**src/rtl/mau_pkg.sv**
```systemverilog
// mau_pkg
// Shared definitions for the memory access unit: FSM state encodings,
// load/store opcode constants and default datapath widths.
// Optional feature macro used by the unit: MAU_ALIGN_CHECK_EN.
package mau_pkg;

    localparam int ADDR_W_DEF = 32;
    localparam int DATA_W_DEF = 32;
    localparam int TAG_W_DEF  = 5;

    localparam logic OP_LOAD  = 1'b0;
    localparam logic OP_STORE = 1'b1;

    typedef enum logic [1:0] {
        IDLE  = 2'd0,
        MEM   = 2'd1,
        CDB   = 2'd2,
        DRAIN = 2'd3
    } mau_state_t;

endpackage

```
**src/rtl/mem_access_unit_if.sv**
```systemverilog
// mem_access_unit_if
// Bundles the load/store-queue issue port, the data-memory port, the CDB
// broadcast port, store completion, ROB flush and the busy flag.
//   slave  : view used by mem_access_unit
//   master : view used by the surrounding pipeline / environment
interface mem_access_unit_if
    import mau_pkg::*;
#(
    parameter int ADDR_W = ADDR_W_DEF,
    parameter int DATA_W = DATA_W_DEF,
    parameter int TAG_W  = TAG_W_DEF
) ();

    // Load/store queue head
    logic              lsq_ready;
    logic [ADDR_W-1:0] lsq_addr;
    logic [DATA_W-1:0] lsq_wdata;
    logic              lsq_opcode;
    logic [TAG_W-1:0]  lsq_rd_tag;
    logic              lsq_issue;

    // Data memory
    logic              mem_req;
    logic              mem_we;
    logic [ADDR_W-1:0] mem_addr;
    logic [DATA_W-1:0] mem_wdata;
    logic              mem_ack;
    logic [DATA_W-1:0] mem_rdata;

    // Common data bus
    logic              cdb_req;
    logic              cdb_grant;
    logic              cdb_out_valid;
    logic [TAG_W-1:0]  cdb_out_tag;
    logic [DATA_W-1:0] cdb_out_data;
    logic              cdb_out_exc;

    // Store completion, flush and status
    logic              store_done;
    logic              store_exc;
    logic              flush_valid;
    logic              busy;

    modport slave (
        input  lsq_ready, lsq_addr, lsq_wdata, lsq_opcode, lsq_rd_tag,
        output lsq_issue,
        output mem_req, mem_we, mem_addr, mem_wdata,
        input  mem_ack, mem_rdata,
        output cdb_req,
        input  cdb_grant,
        output cdb_out_valid, cdb_out_tag, cdb_out_data, cdb_out_exc,
        output store_done, store_exc,
        input  flush_valid,
        output busy
    );

    modport master (
        output lsq_ready, lsq_addr, lsq_wdata, lsq_opcode, lsq_rd_tag,
        input  lsq_issue,
        input  mem_req, mem_we, mem_addr, mem_wdata,
        output mem_ack, mem_rdata,
        input  cdb_req,
        output cdb_grant,
        input  cdb_out_valid, cdb_out_tag, cdb_out_data, cdb_out_exc,
        input  store_done, store_exc,
        output flush_valid,
        input  busy
    );

endinterface

```
**src/rtl/mem_access_unit.sv**
```systemverilog
// mem_access_unit
// Execution stage behind the load/store queue. Accepts one load or store
// at a time, performs the data-memory access, then either broadcasts the
// load result on the CDB (request/grant) or pulses store completion.
// A ROB flush discards in-flight loads; stores always complete.
// Ports:
//   clock  : clock
//   nreset : asynchronous active-low reset
//   bus    : mem_access_unit_if.slave (LSQ, memory, CDB, store, flush, busy)
// Configuration macro: MAU_ALIGN_CHECK_EN -- when defined, a misaligned
// address skips memory and reports an exception; when undefined the low
// address bits are ignored and the exception outputs are tied low.
module mem_access_unit
    import mau_pkg::*;
#(
    parameter int ADDR_W = ADDR_W_DEF,
    parameter int DATA_W = DATA_W_DEF,
    parameter int TAG_W  = TAG_W_DEF
) (
    input logic               clock,
    input logic               nreset,
    mem_access_unit_if.slave  bus
);

    mau_state_t        r_state;
    mau_state_t        w_nextState;
    logic [ADDR_W-3:0] r_wordAddr;
    logic [DATA_W-1:0] r_wdata;
    logic              r_opcode;
    logic [TAG_W-1:0]  r_tag;
    logic [DATA_W-1:0] r_rdata;
    logic              r_storeDone;
    logic              w_storeDoneNext;
    logic              w_issue;
    logic              w_memReq;
    logic              w_cdbReq;
    logic              w_cdbValid;
    logic              w_misaligned;

`ifdef MAU_ALIGN_CHECK_EN
    logic              r_exc;
    logic              r_storeExc;
    logic              w_storeExcNext;
    assign w_misaligned = (bus.lsq_addr[1:0] != 2'b00);
`else
    assign w_misaligned = 1'b0;
`endif

    assign w_issue    = (r_state == IDLE) && bus.lsq_ready && !bus.flush_valid;
    assign w_memReq   = (r_state == MEM) || (r_state == DRAIN);
    assign w_cdbReq   = (r_state == CDB) && !bus.flush_valid;
    assign w_cdbValid = w_cdbReq && bus.cdb_grant;

    always_comb begin
        w_nextState     = r_state;
        w_storeDoneNext = 1'b0;
`ifdef MAU_ALIGN_CHECK_EN
        w_storeExcNext  = 1'b0;
`endif
        case (r_state)
            IDLE: begin
                if (w_issue) begin
                    if (w_misaligned) begin
                        // Misaligned ops never touch memory: loads report via
                        // the CDB, stores complete immediately with an exception.
                        if (bus.lsq_opcode == OP_LOAD) begin
                            w_nextState = CDB;
                        end else begin
                            w_nextState     = IDLE;
                            w_storeDoneNext = 1'b1;
`ifdef MAU_ALIGN_CHECK_EN
                            w_storeExcNext  = 1'b1;
`endif
                        end
                    end else begin
                        w_nextState = MEM;
                    end
                end
            end
            MEM: begin
                if (bus.mem_ack) begin
                    if (r_opcode == OP_STORE) begin
                        w_storeDoneNext = 1'b1;
                        w_nextState     = IDLE;
                    end else begin
                        // A flush arriving with the ack already has its access
                        // finished, so there is nothing left to drain.
                        w_nextState = bus.flush_valid ? IDLE : CDB;
                    end
                end else if (bus.flush_valid && (r_opcode == OP_LOAD)) begin
                    w_nextState = DRAIN;
                end
            end
            CDB: begin
                if (bus.flush_valid || bus.cdb_grant) begin
                    w_nextState = IDLE;
                end
            end
            DRAIN: begin
                if (bus.mem_ack) begin
                    w_nextState = IDLE;
                end
            end
            default: w_nextState = IDLE;
        endcase
    end

    always_ff @(posedge clock or negedge nreset) begin
        if (!nreset) begin
            r_state     <= IDLE;
            r_wordAddr  <= '0;
            r_wdata     <= '0;
            r_opcode    <= 1'b0;
            r_tag       <= '0;
            r_rdata     <= '0;
            r_storeDone <= 1'b0;
`ifdef MAU_ALIGN_CHECK_EN
            r_exc       <= 1'b0;
            r_storeExc  <= 1'b0;
`endif
        end else begin
            r_state     <= w_nextState;
            r_storeDone <= w_storeDoneNext;
`ifdef MAU_ALIGN_CHECK_EN
            r_storeExc  <= w_storeExcNext;
`endif
            if (w_issue) begin
                r_wordAddr <= bus.lsq_addr[ADDR_W-1:2];
                r_wdata    <= bus.lsq_wdata;
                r_opcode   <= bus.lsq_opcode;
                r_tag      <= bus.lsq_rd_tag;
                // Cleared so a misaligned load broadcasts zero data.
                r_rdata    <= '0;
`ifdef MAU_ALIGN_CHECK_EN
                r_exc      <= w_misaligned;
`endif
            end
            if ((r_state == MEM) && bus.mem_ack && (r_opcode == OP_LOAD)) begin
                r_rdata <= bus.mem_rdata;
            end
        end
    end

    assign bus.lsq_issue     = w_issue;
    assign bus.mem_req       = w_memReq;
    assign bus.mem_we        = w_memReq && (r_opcode == OP_STORE);
    assign bus.mem_addr      = w_memReq ? {r_wordAddr, 2'b00} : '0;
    assign bus.mem_wdata     = (w_memReq && (r_opcode == OP_STORE)) ? r_wdata : '0;
    assign bus.cdb_req       = w_cdbReq;
    assign bus.cdb_out_valid = w_cdbValid;
    assign bus.cdb_out_tag   = w_cdbValid ? r_tag : '0;
    assign bus.cdb_out_data  = w_cdbValid ? r_rdata : '0;
    assign bus.store_done    = r_storeDone;
    assign bus.busy          = (r_state != IDLE);
`ifdef MAU_ALIGN_CHECK_EN
    assign bus.cdb_out_exc   = w_cdbValid && r_exc;
    assign bus.store_exc     = r_storeExc;
`else
    assign bus.cdb_out_exc   = 1'b0;
    assign bus.store_exc     = 1'b0;
`endif

endmodule

```
**src/flat_wrapper.sv**
```systemverilog
// flat-port wrapper written by rule: the top's interface ports become plain ports
module mem_access_unit_flat import mau_pkg::*;
#(
    parameter int ADDR_W = ADDR_W_DEF,
    parameter int DATA_W = DATA_W_DEF,
    parameter int TAG_W  = TAG_W_DEF
)
  (clock, nreset, bus_lsq_ready, bus_lsq_addr, bus_lsq_wdata, bus_lsq_opcode, bus_lsq_rd_tag, bus_lsq_issue, bus_mem_req, bus_mem_we, bus_mem_addr, bus_mem_wdata, bus_mem_ack, bus_mem_rdata, bus_cdb_req, bus_cdb_grant, bus_cdb_out_valid, bus_cdb_out_tag, bus_cdb_out_data, bus_cdb_out_exc, bus_store_done, bus_store_exc, bus_flush_valid, bus_busy);
  mem_access_unit_if #(.ADDR_W(ADDR_W), .DATA_W(DATA_W), .TAG_W(TAG_W)) bus_i ();
  input logic clock;
  input logic nreset;
  input wire logic [$bits(bus_i.lsq_ready)-1:0] bus_lsq_ready;
  input wire logic [$bits(bus_i.lsq_addr)-1:0] bus_lsq_addr;
  input wire logic [$bits(bus_i.lsq_wdata)-1:0] bus_lsq_wdata;
  input wire logic [$bits(bus_i.lsq_opcode)-1:0] bus_lsq_opcode;
  input wire logic [$bits(bus_i.lsq_rd_tag)-1:0] bus_lsq_rd_tag;
  output wire logic [$bits(bus_i.lsq_issue)-1:0] bus_lsq_issue;
  output wire logic [$bits(bus_i.mem_req)-1:0] bus_mem_req;
  output wire logic [$bits(bus_i.mem_we)-1:0] bus_mem_we;
  output wire logic [$bits(bus_i.mem_addr)-1:0] bus_mem_addr;
  output wire logic [$bits(bus_i.mem_wdata)-1:0] bus_mem_wdata;
  input wire logic [$bits(bus_i.mem_ack)-1:0] bus_mem_ack;
  input wire logic [$bits(bus_i.mem_rdata)-1:0] bus_mem_rdata;
  output wire logic [$bits(bus_i.cdb_req)-1:0] bus_cdb_req;
  input wire logic [$bits(bus_i.cdb_grant)-1:0] bus_cdb_grant;
  output wire logic [$bits(bus_i.cdb_out_valid)-1:0] bus_cdb_out_valid;
  output wire logic [$bits(bus_i.cdb_out_tag)-1:0] bus_cdb_out_tag;
  output wire logic [$bits(bus_i.cdb_out_data)-1:0] bus_cdb_out_data;
  output wire logic [$bits(bus_i.cdb_out_exc)-1:0] bus_cdb_out_exc;
  output wire logic [$bits(bus_i.store_done)-1:0] bus_store_done;
  output wire logic [$bits(bus_i.store_exc)-1:0] bus_store_exc;
  input wire logic [$bits(bus_i.flush_valid)-1:0] bus_flush_valid;
  output wire logic [$bits(bus_i.busy)-1:0] bus_busy;
  assign bus_i.lsq_ready = bus_lsq_ready;
  assign bus_i.lsq_addr = bus_lsq_addr;
  assign bus_i.lsq_wdata = bus_lsq_wdata;
  assign bus_i.lsq_opcode = bus_lsq_opcode;
  assign bus_i.lsq_rd_tag = bus_lsq_rd_tag;
  assign bus_lsq_issue = bus_i.lsq_issue;
  assign bus_mem_req = bus_i.mem_req;
  assign bus_mem_we = bus_i.mem_we;
  assign bus_mem_addr = bus_i.mem_addr;
  assign bus_mem_wdata = bus_i.mem_wdata;
  assign bus_i.mem_ack = bus_mem_ack;
  assign bus_i.mem_rdata = bus_mem_rdata;
  assign bus_cdb_req = bus_i.cdb_req;
  assign bus_i.cdb_grant = bus_cdb_grant;
  assign bus_cdb_out_valid = bus_i.cdb_out_valid;
  assign bus_cdb_out_tag = bus_i.cdb_out_tag;
  assign bus_cdb_out_data = bus_i.cdb_out_data;
  assign bus_cdb_out_exc = bus_i.cdb_out_exc;
  assign bus_store_done = bus_i.store_done;
  assign bus_store_exc = bus_i.store_exc;
  assign bus_i.flush_valid = bus_flush_valid;
  assign bus_busy = bus_i.busy;
  mem_access_unit #(.ADDR_W(ADDR_W), .DATA_W(DATA_W), .TAG_W(TAG_W)) u_core (.clock(clock), .nreset(nreset), .bus(bus_i));
endmodule
```
**config.mk**
```make
export PLATFORM = sky130hd
export DESIGN_NAME = mem_access_unit_flat
export DESIGN_NICKNAME = d
export VERILOG_FILES = /design/src/rtl/mau_pkg.sv /design/src/rtl/mem_access_unit_if.sv /design/src/rtl/mem_access_unit.sv /design/src/flat_wrapper.sv
export SDC_FILE = /design/constraint.sdc
export NUM_CORES = 1
export LEC_CHECK = 0
export BUFFER_PORTS_ARGS = -buffer_cell sky130_fd_sc_hd__buf_2
export CAP_MARGIN = 20
export CELL_PAD_IN_SITES_DETAIL_PLACEMENT = 1
export CELL_PAD_IN_SITES_GLOBAL_PLACEMENT = 1
export CORE_ASPECT_RATIO = 1.5
export CORE_MARGIN = 1.5
export CORE_UTILIZATION = 25
export DETAILED_ROUTE_END_ITERATION = 8
export PLACE_DENSITY = 0.57
export SLEW_MARGIN = 25
export SYNTH_ARGS = -nofsm -noshare
export SYNTH_HDL_FRONTEND = slang
export SYNTH_SLANG_ARGS = --single-unit
export TNS_END_PERCENT = 1
```
**constraint.sdc**
```tcl
create_clock -name clock -period 2.3 [get_ports clock]
set_input_delay 0.345 -clock clock [delete_from_list [all_inputs] [get_ports clock]]
set_output_delay 0.345 -clock clock [all_outputs]
set_load 0.02 [all_outputs]
```
==> flow_summary.ini <==
[status]
outcome = complete, no violations

[clocking]
clk_pin_slew_ns = 0.07
clock_path_buffers = 2
cts.sinks = 103
cts_setup_buffers = 0
cts_made_buffers = 9
root_buffer = clkbuf_16
cts_tree = yes
htree_levels = 3
clock_latency_ns = 0.34

[sta]
fmax_mhz = 455.0
finalSetupTns_ns = 0
tightestPinTransition_ns = 0.6183
finalHoldViolCount = 0
skew_ns = 0.006540
fin_crit_sh = 0.9555
slew_headroom = 0.5868
slew_violations = 0
setup_viol = 0
fin_ws_ns = 0.1023
period_needed_ns = 2.198
rsz0062_at_grt = no

[synth]
synthFlopType = dfrtp_1
synth_cell_type_count = 22
ys_warn_count = 0
synthAdderAreaFrac = 0
synth_top_area_cell = dfrtp_1
synth_xor_area_frac = 0
synth_compound_area_frac = 0.06941
synth-seq-cells = 103
synthArstFlopShare = 1.000
muxShareOfSynthArea = 0.1692
synth.avg_cell_area_sq_um = 12.67
synth_seq_area_share = 0.5697
synth_top_family_by_area = multiplexers
synth_top_area_share = 0.5697
synthSimpleGateAreaFrac = 0.1532
yosys-top-cells-area = dfrtp_1 57%, mux2_2 15%, and3_1 9.7%
netlist_area_sq_um = 4524
netlist_instances = 357
synth_enable_flop_cells = 0

[critical_path]
critPathKind = flip-flop to output pin
critPathArrivalTime_ns = 1.85
r2r-end = u_core.r_wdata[1]
reg2reg_from = u_core.r_state[0]
path_max_fanout = 35
r2r_cells = 3
critPathLaunchType = flip-flop
crit_path_end_kind = output pin
crit_required_ns = 1.96
r2r_slack_ns = 0.43

[final_layout]
fin_nets = 664
drive_gt1_frac = 0.5446
areaGrowthSynthToFinish_pct = 36.73

[worst_hold_path]
min_to = u_core.r_rdata[26]
whs_path_depth = 2
min_path_type = primary input to flip-flop
min_from = bus_mem_rdata[26]

[route]
antenna_left = 0
vias_per_cell = 4.618
drt_iter0_drc = 113
dr.pass1.iters = 4
routed_wl_mm = 13.31
vias = 3593
wl_per_cell_um = 17.11
drcViolationCount = 0

[grt]
grt_pass1_wl_mm = 20.42
antenna_found_initial = 1
grt_usage = 0.1389
grt_pass1_vias = 3909
grt_max_degree = 71
grt-ovfl-total = 0

[placement]
dp_slack_ns = 0.2071
hpwl_mm = 9.173
port_buffers = 211
place_congestion = 0.6855

[job]
drv_cap = 0

[floorplanning]
placement_rows = 60
die_area_sq_um = 18930
core_sq_um = 17870
start_util = 0.2532
die_h_um = 167.8
dieWidth_um = 112.8
num_io_pins = 218

[power_and_ir_drop]
power.density_nw_per_um2 = 906.3
power_leakage_nw = 3.418
p_total_mw = 5.607
ir_drop_mv = 0.3434
[layout by cell type (no fill, tap or decap), drive strengths merged, types with 2 or more instances in the layout]
cell type | netlist | final
inv | 2 | 3
and3 | 70 | 70
clkbuf | 26 | 11
o21ai | 2 | 2
conb | 1 | 4
mux2 | 68 | 68
a22o | 32 | 32
bufinv | 0 | 2
and2 | 32 | 32
buf | 11 | 220
dfrtp | 103 | 103
[logic make-up after synthesis]
family | after synthesis
buf+inv | 39
compound gates | 37
flops | 103
simple gates | 109
mux | 68
other cells | 1
[cell type report]
cell class              count  area, sq um
multi-input cells         218         1824
fillers                  2024        11680
flip-flops and latches    103         2579
inverters                   2        7.507
repair buffers            222         1181
diodes                      1        2.502
well taps                 217        271.5
clock inverters             5        81.33
clock buffers              10        239.0
[stage by stage]
stage	hold slack (ns)	utilization	cell area, sq um	instances
after floorplan	0.04941	-	4536	360
after global placement	0.3359	0.3262	5828	760
after detailed placement	0.3392	0.3262	5828	760
after CTS	0.2069	0.3447	6158	776
after global routing	0.2018	0.3461	6183	777
final	0.2267	0.3462	6186	778
[per-layer routing]
metal | routed length, um | vias up | share of wire | track usage
li1 | - | 1658 | - | -
met1 | 5582 | 1802 | 0.42 | 0.1561
met2 | 6852 | 125 | 0.51 | 0.2500
met3 | 720 | 8 | 0.054 | 0.03836
met4 | 151 | 0 | 0.011 | 0.04843
met5 | 0 | - | 0 | 0
[worst max-delay path by stage]
stage / start / endpoint / slack [ns] / depth (start not counted)
6_report: u_core.r_state[0] / bus_lsq_issue / 0.10 / 3
3_3_place_gp: bus_mem_ack / u_core.r_rdata[8] / 0.32 / 5
4_1_cts: u_core.r_state[1] / bus_lsq_issue / 0.008 / 3
2_1_floorplan: u_core.r_state[0] / bus_cdb_out_data[27] / 0.51 / 3
3_5_place_dp: u_core.r_state[0] / u_core.r_rdata[15] / 0.21 / 4
5_1_grt: u_core.r_state[1] / bus_lsq_issue / 0.01 / 3
[cells in the mapped netlist, types with 2 or more instances]
| master | number |
|---|---|
| clkbuf_1 | 26 |
| buf_2 | 7 |
| inv_1 | 2 |
| mux2_1 | 6 |
| a22o_1 | 32 |
| mux2_2 | 62 |
| and2_1 | 32 |
| buf_4 | 4 |
| o21ai_0 | 2 |
| dfrtp_1 | 103 |
| and3_1 | 70 |
[timing repair]
item / in CTS / in global routing
endpoints found under the hold margin: 34 / 0
resized for setup: 0 / 2
hold buffers: 1 / 0
setup endpoints to repair: 0 / 37
[where the power goes]
| group | internal, mW | leakage [nW] | total, mW | switching (mW) |
|---|---|---|---|---|
| sequential | 2.31 | 1.26 | 2.55 | 0.243 |
| clock | 0.980 | 0.155 | 1.65 | 0.671 |
| combinational | 0.686 | 2.00 | 1.40 | 0.718 |
[critical path: stages, from the launching register on]
cell,delay [ns]
dfrtp_2,0.47
nor4b_4,0.48
clkbuf_16,0.35
buf_2,0.21
[sequential cells by signal, indices dropped and copies added, names as in the netlist]
name	cells
u_core.r_wdata	32
u_core.r_wordAddr	30
u_core.r_tag	5
u_core.r_rdata	32
u_core.r_opcode	1
u_core.r_state	2
u_core.bus.store_done	1
No activity file was read; power rests on OpenSTA's default activity.
